`config.mk`:
```
export PLATFORM = sky130hd
export DESIGN_NAME = npu_mem_streamer_flat
export DESIGN_NICKNAME = d
export VERILOG_FILES = /design/src/rtl/npu_mem_streamer_if.sv /design/src/rtl/npu_mem_streamer.sv /design/src/flat_wrapper.sv
export SDC_FILE = /design/constraint.sdc
export NUM_CORES = 1
export LEC_CHECK = 0
export CORE_MARGIN = 2
export CORE_UTILIZATION = 50
export CTS_CLUSTER_DIAMETER = 120
export DETAILED_ROUTE_END_ITERATION = 10
export GPL_ROUTABILITY_DRIVEN = 0
export GPL_TIMING_DRIVEN = 0
export HOLD_SLACK_MARGIN = 0.05
export PLACE_DENSITY = 0.86
export SLEW_MARGIN = 30
export SYNTH_ARGS = -nofsm -noshare
export SYNTH_HDL_FRONTEND = slang
export SYNTH_SLANG_ARGS = --single-unit
```
`constraint.sdc`:
```
create_clock -name clk -period 9.85 [get_ports clk]
set_input_delay 1.4775 -clock clk [delete_from_list [all_inputs] [get_ports clk]]
set_output_delay 1.4775 -clock clk [all_outputs]
set_load 0.05 [all_outputs]
```
`src/rtl/npu_mem_streamer_if.sv`:
```
// Stream and RAM-port bundle for npu_mem_streamer.
// master = streamer side, slave = downstream datapath / RAM bank side.
interface npu_mem_streamer_if #(
  parameter int WIDTH    = 21,
  parameter int MEMSEL_W = 6,
  parameter int REGSEL_W = 11
) ();
  logic                m_valid;
  logic                m_ready;
  logic [WIDTH-1:0]    m_data;
  logic                m_last;
  logic [MEMSEL_W-1:0] mem_adr;
  logic [REGSEL_W-1:0] reg_adr;
  logic [WIDTH-1:0]    din;
  logic                we;
  logic [WIDTH-1:0]    dout;

  modport master (
    output m_valid, m_data, m_last,
    input  m_ready,
    output mem_adr, reg_adr, din, we,
    input  dout
  );

  modport slave (
    input  m_valid, m_data, m_last,
    output m_ready,
    input  mem_adr, reg_adr, din, we,
    output dout
  );
endinterface

```
`src/rtl/npu_mem_streamer.sv`:
```
// Read sequencer for one NPU RAM bank: streams an address range as valid/ready beats,
// host writes take the single RAM port with priority. Optional NPU_STREAM_STALL_CNT_EN adds stall_cnt.
module npu_mem_streamer #(
  parameter int DEPTH    = 1024,
  parameter int WIDTH    = 21,
  parameter int MEMSEL_W = 6,
  parameter int REGSEL_W = 11,
  parameter int MEM_ADDR = 0
) (
  input  logic                clk,
  input  logic                rst,
  input  logic                start,
  input  logic [REGSEL_W-1:0] base_adr,
  input  logic [REGSEL_W-1:0] length,
  output logic                busy,
  output logic                done,
  input  logic                host_we,
  input  logic [REGSEL_W-1:0] host_adr,
  input  logic [WIDTH-1:0]    host_din,
`ifdef NPU_STREAM_STALL_CNT_EN
  output logic [15:0]         stall_cnt,
`endif
  npu_mem_streamer_if.master  bus
);

  typedef enum logic [1:0] {IDLE, RUN, DRAIN} state_e;

  typedef struct packed {
    logic             last;
    logic [WIDTH-1:0] data;
  } beat_t;

  state_e              state_q, state_d;
  logic [REGSEL_W-1:0] rd_ptr_q, remaining_q, reg_adr_q;
  logic                inflight_q, inflight_last_q;
  beat_t               fifo_q [2];
  logic [1:0]          fifo_cnt;
  logic                wr_idx, rd_idx;
  logic                done_q;
  logic                issue, last_issue, pop, push, start_ok;
  logic [2:0]          occ;

  assign pop      = bus.m_valid & bus.m_ready;
  assign push     = inflight_q;
  assign start_ok = (state_q == IDLE) && start;
  // Occupancy after this cycle's pop, counting the read still in flight from the RAM.
  assign occ        = {1'b0, fifo_cnt} + {2'b0, inflight_q} - {2'b0, pop};
  assign issue      = (state_q == RUN) && !host_we && (remaining_q != '0) && (occ < 3'd2);
  // The last flag rides with the read, so the beat count needs no separate register.
  assign last_issue = issue && (remaining_q == REGSEL_W'(1));

  always_ff @(posedge clk) begin
    if (rst) state_q <= IDLE;
    else     state_q <= state_d;
  end

  always_comb begin
    state_d     = state_q;
    busy        = (state_q != IDLE);
    bus.we      = host_we;
    bus.din     = '0;
    bus.reg_adr = reg_adr_q;
    bus.mem_adr = MEMSEL_W'(MEM_ADDR);
    if (host_we) begin
      bus.reg_adr = host_adr;
      bus.din     = host_din;
    end else if (issue) begin
      bus.reg_adr = rd_ptr_q;
    end
    unique case (state_q)
      IDLE:    if (start && length != '0) state_d = RUN;
      RUN:     if (last_issue) state_d = DRAIN;
      DRAIN:   if (pop && bus.m_last) state_d = IDLE;
      default: state_d = IDLE;
    endcase
  end

  always_ff @(posedge clk) begin
    if (rst) begin
      rd_ptr_q        <= '0;
      remaining_q     <= '0;
      reg_adr_q       <= '0;
      inflight_q      <= 1'b0;
      inflight_last_q <= 1'b0;
      fifo_q[0]       <= '0;
      fifo_q[1]       <= '0;
      fifo_cnt        <= '0;
      wr_idx          <= 1'b0;
      rd_idx          <= 1'b0;
      done_q          <= 1'b0;
    end else begin
      done_q <= (start_ok && length == '0) || (state_q == DRAIN && pop && bus.m_last);
      if (start_ok) begin
        rd_ptr_q    <= base_adr;
        remaining_q <= length;
      end else if (issue) begin
        rd_ptr_q    <= (rd_ptr_q == REGSEL_W'(DEPTH-1)) ? '0 : rd_ptr_q + 1'b1;
        remaining_q <= remaining_q - 1'b1;
      end
      if (host_we)    reg_adr_q <= host_adr;
      else if (issue) reg_adr_q <= rd_ptr_q;
      inflight_q      <= issue;
      inflight_last_q <= last_issue;
      if (push) begin
        fifo_q[wr_idx] <= {inflight_last_q, bus.dout};
        wr_idx         <= ~wr_idx;
      end
      if (pop) rd_idx <= ~rd_idx;
      fifo_cnt <= fifo_cnt + {1'b0, push} - {1'b0, pop};
    end
  end

  assign done        = done_q;
  assign bus.m_valid = (fifo_cnt != '0);
  assign bus.m_data  = fifo_q[rd_idx].data;
  // Gate last so a stale head entry cannot flag once the FIFO drains.
  assign bus.m_last  = bus.m_valid & fifo_q[rd_idx].last;

`ifdef NPU_STREAM_STALL_CNT_EN
  always_ff @(posedge clk) begin
    if (rst || start_ok)
      stall_cnt <= '0;
    else if (state_q != IDLE && bus.m_valid && !bus.m_ready && stall_cnt != 16'hFFFF)
      stall_cnt <= stall_cnt + 16'd1;
  end
`endif

endmodule

```
`src/flat_wrapper.sv`:
```
// flat-port wrapper written by rule: the top's interface ports become plain ports
module npu_mem_streamer_flat 
#(
  parameter int DEPTH    = 1024,
  parameter int WIDTH    = 21,
  parameter int MEMSEL_W = 6,
  parameter int REGSEL_W = 11,
  parameter int MEM_ADDR = 0
)
  (clk, rst, start, base_adr, length, busy, done, host_we, host_adr, host_din, bus_m_valid, bus_m_data, bus_m_last, bus_m_ready, bus_mem_adr, bus_reg_adr, bus_din, bus_we, bus_dout);
  npu_mem_streamer_if #(.WIDTH(WIDTH), .MEMSEL_W(MEMSEL_W), .REGSEL_W(REGSEL_W)) bus_i ();
  input  logic clk;
  input  logic rst;
  input  logic start;
  input  logic [REGSEL_W-1:0] base_adr;
  input  logic [REGSEL_W-1:0] length;
  output logic busy;
  output logic done;
  input  logic host_we;
  input  logic [REGSEL_W-1:0] host_adr;
  input  logic [WIDTH-1:0] host_din;
  output wire logic [$bits(bus_i.m_valid)-1:0] bus_m_valid;
  output wire logic [$bits(bus_i.m_data)-1:0] bus_m_data;
  output wire logic [$bits(bus_i.m_last)-1:0] bus_m_last;
  input wire logic [$bits(bus_i.m_ready)-1:0] bus_m_ready;
  output wire logic [$bits(bus_i.mem_adr)-1:0] bus_mem_adr;
  output wire logic [$bits(bus_i.reg_adr)-1:0] bus_reg_adr;
  output wire logic [$bits(bus_i.din)-1:0] bus_din;
  output wire logic [$bits(bus_i.we)-1:0] bus_we;
  input wire logic [$bits(bus_i.dout)-1:0] bus_dout;
  assign bus_m_valid = bus_i.m_valid;
  assign bus_m_data = bus_i.m_data;
  assign bus_m_last = bus_i.m_last;
  assign bus_i.m_ready = bus_m_ready;
  assign bus_mem_adr = bus_i.mem_adr;
  assign bus_reg_adr = bus_i.reg_adr;
  assign bus_din = bus_i.din;
  assign bus_we = bus_i.we;
  assign bus_i.dout = bus_dout;
  npu_mem_streamer #(.DEPTH(DEPTH), .WIDTH(WIDTH), .MEMSEL_W(MEMSEL_W), .REGSEL_W(REGSEL_W), .MEM_ADDR(MEM_ADDR)) u_core (.clk(clk), .rst(rst), .start(start), .base_adr(base_adr), .length(length), .busy(busy), .done(done), .host_we(host_we), .host_adr(host_adr), .host_din(host_din), .bus(bus_i));
endmodule
```
==> results.sh <==
export IMPL_rsz0062_at_grt="no"
export IMPL_cts_root_buf="clkbuf_8"
export IMPL_synthArstFlopShare=0
export IMPL_hold_path_depth=2
export IMPL_synth_compound_area_frac=0.1150
export IMPL_clk_latency_ns=0.37
export IMPL_dp_hpwl_um=7996
export IMPL_htree_levels=3
export IMPL_slew_headroom=0.4053
export IMPL_avgViaCountPerCell=5.464
export IMPL_finalHoldViolCount=0
export IMPL_max_freq_mhz=147.2
export IMPL_grt_max_degree=23
export IMPL_finalWorstPathRequiredPeriod_ns=6.793
export IMPL_synthFlopType="edfxtp_1"
export IMPL_hold_class="flop to flop"
export IMPL_total_power_mw=1.194
export IMPL_cts_buffers=9
export IMPL_n_antenna_cell=0
export IMPL_fin_skew_ns=0.01035
export IMPL_wl_um=10800
export IMPL_grt_pass1_vias=3882
export IMPL_synth_largest_area_cell="edfxtp_1"
export IMPL_initial_core_util=0.5102
export IMPL_fillers=646
export IMPL_criticalPathCategory="input pin to output pin"
export IMPL_r2r_start="u_core.fifo_cnt[1]"
export IMPL_holdPathEnd="u_core.remaining_q[1]"
export IMPL_synth_edf_count=44
export IMPL_path_clk_slew_ns=0.09
export IMPL_required_ns=8.37
export IMPL_grt_use_total=0.2353
export IMPL_worstHoldStart="u_core.remaining_q[1]"
export IMPL_die_w_um=97.64
export IMPL_cp_end_kind="output pin"
export IMPL_synthCells=430
export IMPL_irDropWorstVdd_mv=0.1098
export IMPL_synth_area_um2=4384
export IMPL_power_density_nw_per_um2=194.9
export IMPL_tightest_slew_ns=0.8920
export IMPL_first_pass_iters=6
export IMPL_post_route_period_util=0.6897
export IMPL_synth_mux_area_fraction=0.08590
export IMPL_num_vias=3803
export IMPL_postCtsHoldBufs=0
export IMPL_drive_gt1_frac=0.09694
export IMPL_ant_nets=0
export IMPL_core_um2=8593
export IMPL_nets=669
export IMPL_ys_warnings_count=0
export IMPL_grt_pass1_wl_um=18300
export IMPL_die_y_um=97.64
export IMPL_io_pins=144
export IMPL_crit_arrival_ns=5.32
export IMPL_cp_start_kind="input pin"
export IMPL_tns_ns=0
export IMPL_slew_viol_final=0
export IMPL_area_delta_synth_final_pct=39.67
export IMPL_synth_area_leaders="edfxtp_1 30%, dfxtp_1 20%, and2_1 9.4%, mux2_2 5.4%, nor2_1 3.5%"
export IMPL_finalNonFillerCells=696
export IMPL_synthAdderAreaFrac=0.01884
export IMPL_dp_cells=680
export IMPL_synth_top_family_by_area="simple AND/OR/NAND/NOR gates"
export IMPL_synth_common_cells="66 x and2_1, 44 x edfxtp_1, 43 x dfxtp_1, 41 x nor2_1, 26 x a21oi_1"
export IMPL_fp_row_count=34
export IMPL_maxCapViolations=0
export IMPL_clock_path_buffers=2
export IMPL_synth_top_cell_area_share=0.3014
export IMPL_postCtsSetupBuffers=0
export IMPL_ys_seq_area_frac=0.4977
export IMPL_fin_area_um2=6123
export IMPL_cts_sinks=87
export IMPL_ys_ff_latch=87
export IMPL_drc=0
export IMPL_cts_tree="built"
export IMPL_crit_fanout=10
export IMPL_cts_resized=0
export IMPL_antenna_found_initial=0
export IMPL_final_util=0.7126
export IMPL_synth_xor_area_frac=0.01199
export IMPL_status="finished clean"
export IMPL_final_setup_viol_count=0
export IMPL_p_leak_nw=2.355
export IMPL_gr_total_overflow=0
export IMPL_yosys_area_share_simple=0.2197
export IMPL_synth_distinct_cells=57
export IMPL_reg2reg_depth=13
export IMPL_drt_iter0_drc=244
export IMPL_syn_mean_instance_area_um2=10.20
export IMPL_reg2reg_to="u_core.state_q[0]"
export IMPL_placed_area_um2=5909
export IMPL_synth_most_common_cell="and2_1"
export IMPL_ff2ff_setup_slack_ns=6.36
export IMPL_wl_per_cell_um=15.52
export IMPL_die_area_um2=9534
export IMPL_io_buffers=137
==> worst max path at each step <==
stage                          end   startpoint  cells past startpoint
finish              bus_reg_adr[3]  bus_m_ready                     15
global route        bus_reg_adr[0]  bus_m_ready                     15
CTS                 bus_reg_adr[3]  bus_m_ready                     15
detailed placement  bus_reg_adr[0]  bus_m_ready                     15
global placement    bus_reg_adr[0]  bus_m_ready                     15
floorplan           bus_reg_adr[5]  bus_m_ready                     13
==> routing by layer <==
| metal | vias to the layer above | global-route usage | routed length [um] |
|---|---|---|---|
| li1 | 1830 | - | - |
| met2 | 170 | 0.4048 | 5502 |
| met4 | 0 | 0.06731 | 139 |
| met5 | - | 0 | 0 |
| met1 | 1789 | 0.2995 | 4359 |
| met3 | 14 | 0.04964 | 801 |
==> area by class of cell <==
type / count / area (um^2) / share of cell area
buffer: 31 / 158.9 / 0.02595
tap: 108 / 135.1 / 0.02207
timing repair buffer: 137 / 1371 / 0.2239
clock buffer: 9 / 123.9 / 0.02023
clock inverter: 7 / 90.09 / 0.01471
sequential: 87 / 2182 / 0.3564
inverter: 16 / 60.06 / 0.009808
multi-input combinational: 301 / 2002 / 0.3269
==> power breakdown <==
part | internal [mW] | switching [mW] | total (mW)
Sequential | 0.417 | 0.0239 | 0.441
Clock | 0.123 | 0.144 | 0.267
Combinational | 0.192 | 0.294 | 0.486
Total | 0.731 | 0.462 | 1.19
==> sequential cells by signal, indices dropped and copies added (netlist names), named ones only <==
| signal | count |
|---|---|
| u_core.fifo_q | 44 |
| u_core.rd_ptr_q | 11 |
| u_core.reg_adr_q | 11 |
| u_core.remaining_q | 11 |
| u_core.fifo_cnt | 2 |
| u_core.state_q | 2 |
| u_core.done | 1 |
| u_core.inflight_last_q | 1 |
| u_core.inflight_q | 1 |
| u_core.rd_idx | 1 |
| u_core.wr_idx | 1 |
==> per-stage QoR <==
step                worst slack, ns  hold WS [ns]
global placement              3.120        0.4738
global route                  2.873        0.5326
finish                        3.057        0.4966
detailed placement            3.084        0.4862
floorplan                     3.899        0.4446
CTS                           3.070        0.5041
==> cell families after synthesis <==
family          after synthesis
simple gates                174
compound gates               74
other cells                   1
buf+inv                      47
xor+xnor                      6
flops                        87
mux                          35
fa+ha+maj                     6
==> critical path, stage by stage <==
cell and delay, ns:
clkdlybuf4s50_1 0.40, nand2_1 0.14, inv_1 0.06, ha_1 0.27, inv_1 0.04, ha_1 0.18, fa_1 0.47, or4b_4 0.52
nor2_4 0.13, buf_6 0.15, nand2_4 0.08, buf_4 0.21, mux2i_1 0.15, a21oi_1 0.20, clkdlybuf4s50_1 0.83
==> cells in the final DEF (no fill, tap or decap), drive strengths merged, types with 2 or more instances in the layout <==
cell type / instances
o21ai: 3
nor2b: 3
a31oi: 5
nor2: 42
clkbuf: 27
a32oi: 2
clkdlybuf4s50: 137
and3: 4
clkinvlp: 2
mux2i: 14
xor2: 4
o311ai: 6
nand2: 18
buf: 13
and2: 66
dfxtp: 43
or2: 3
or3: 2
o2111ai: 2
nand3: 10
mux2: 21
ha: 5
nor4: 3
inv: 19
edfxtp: 44
a211oi: 16
or4: 5
xnor2: 2
a311oi: 2
conb: 6
nand4: 5
a21oi: 26
o211ai: 3
nor3: 7
No activity file was read; power rests on OpenSTA's default activity.
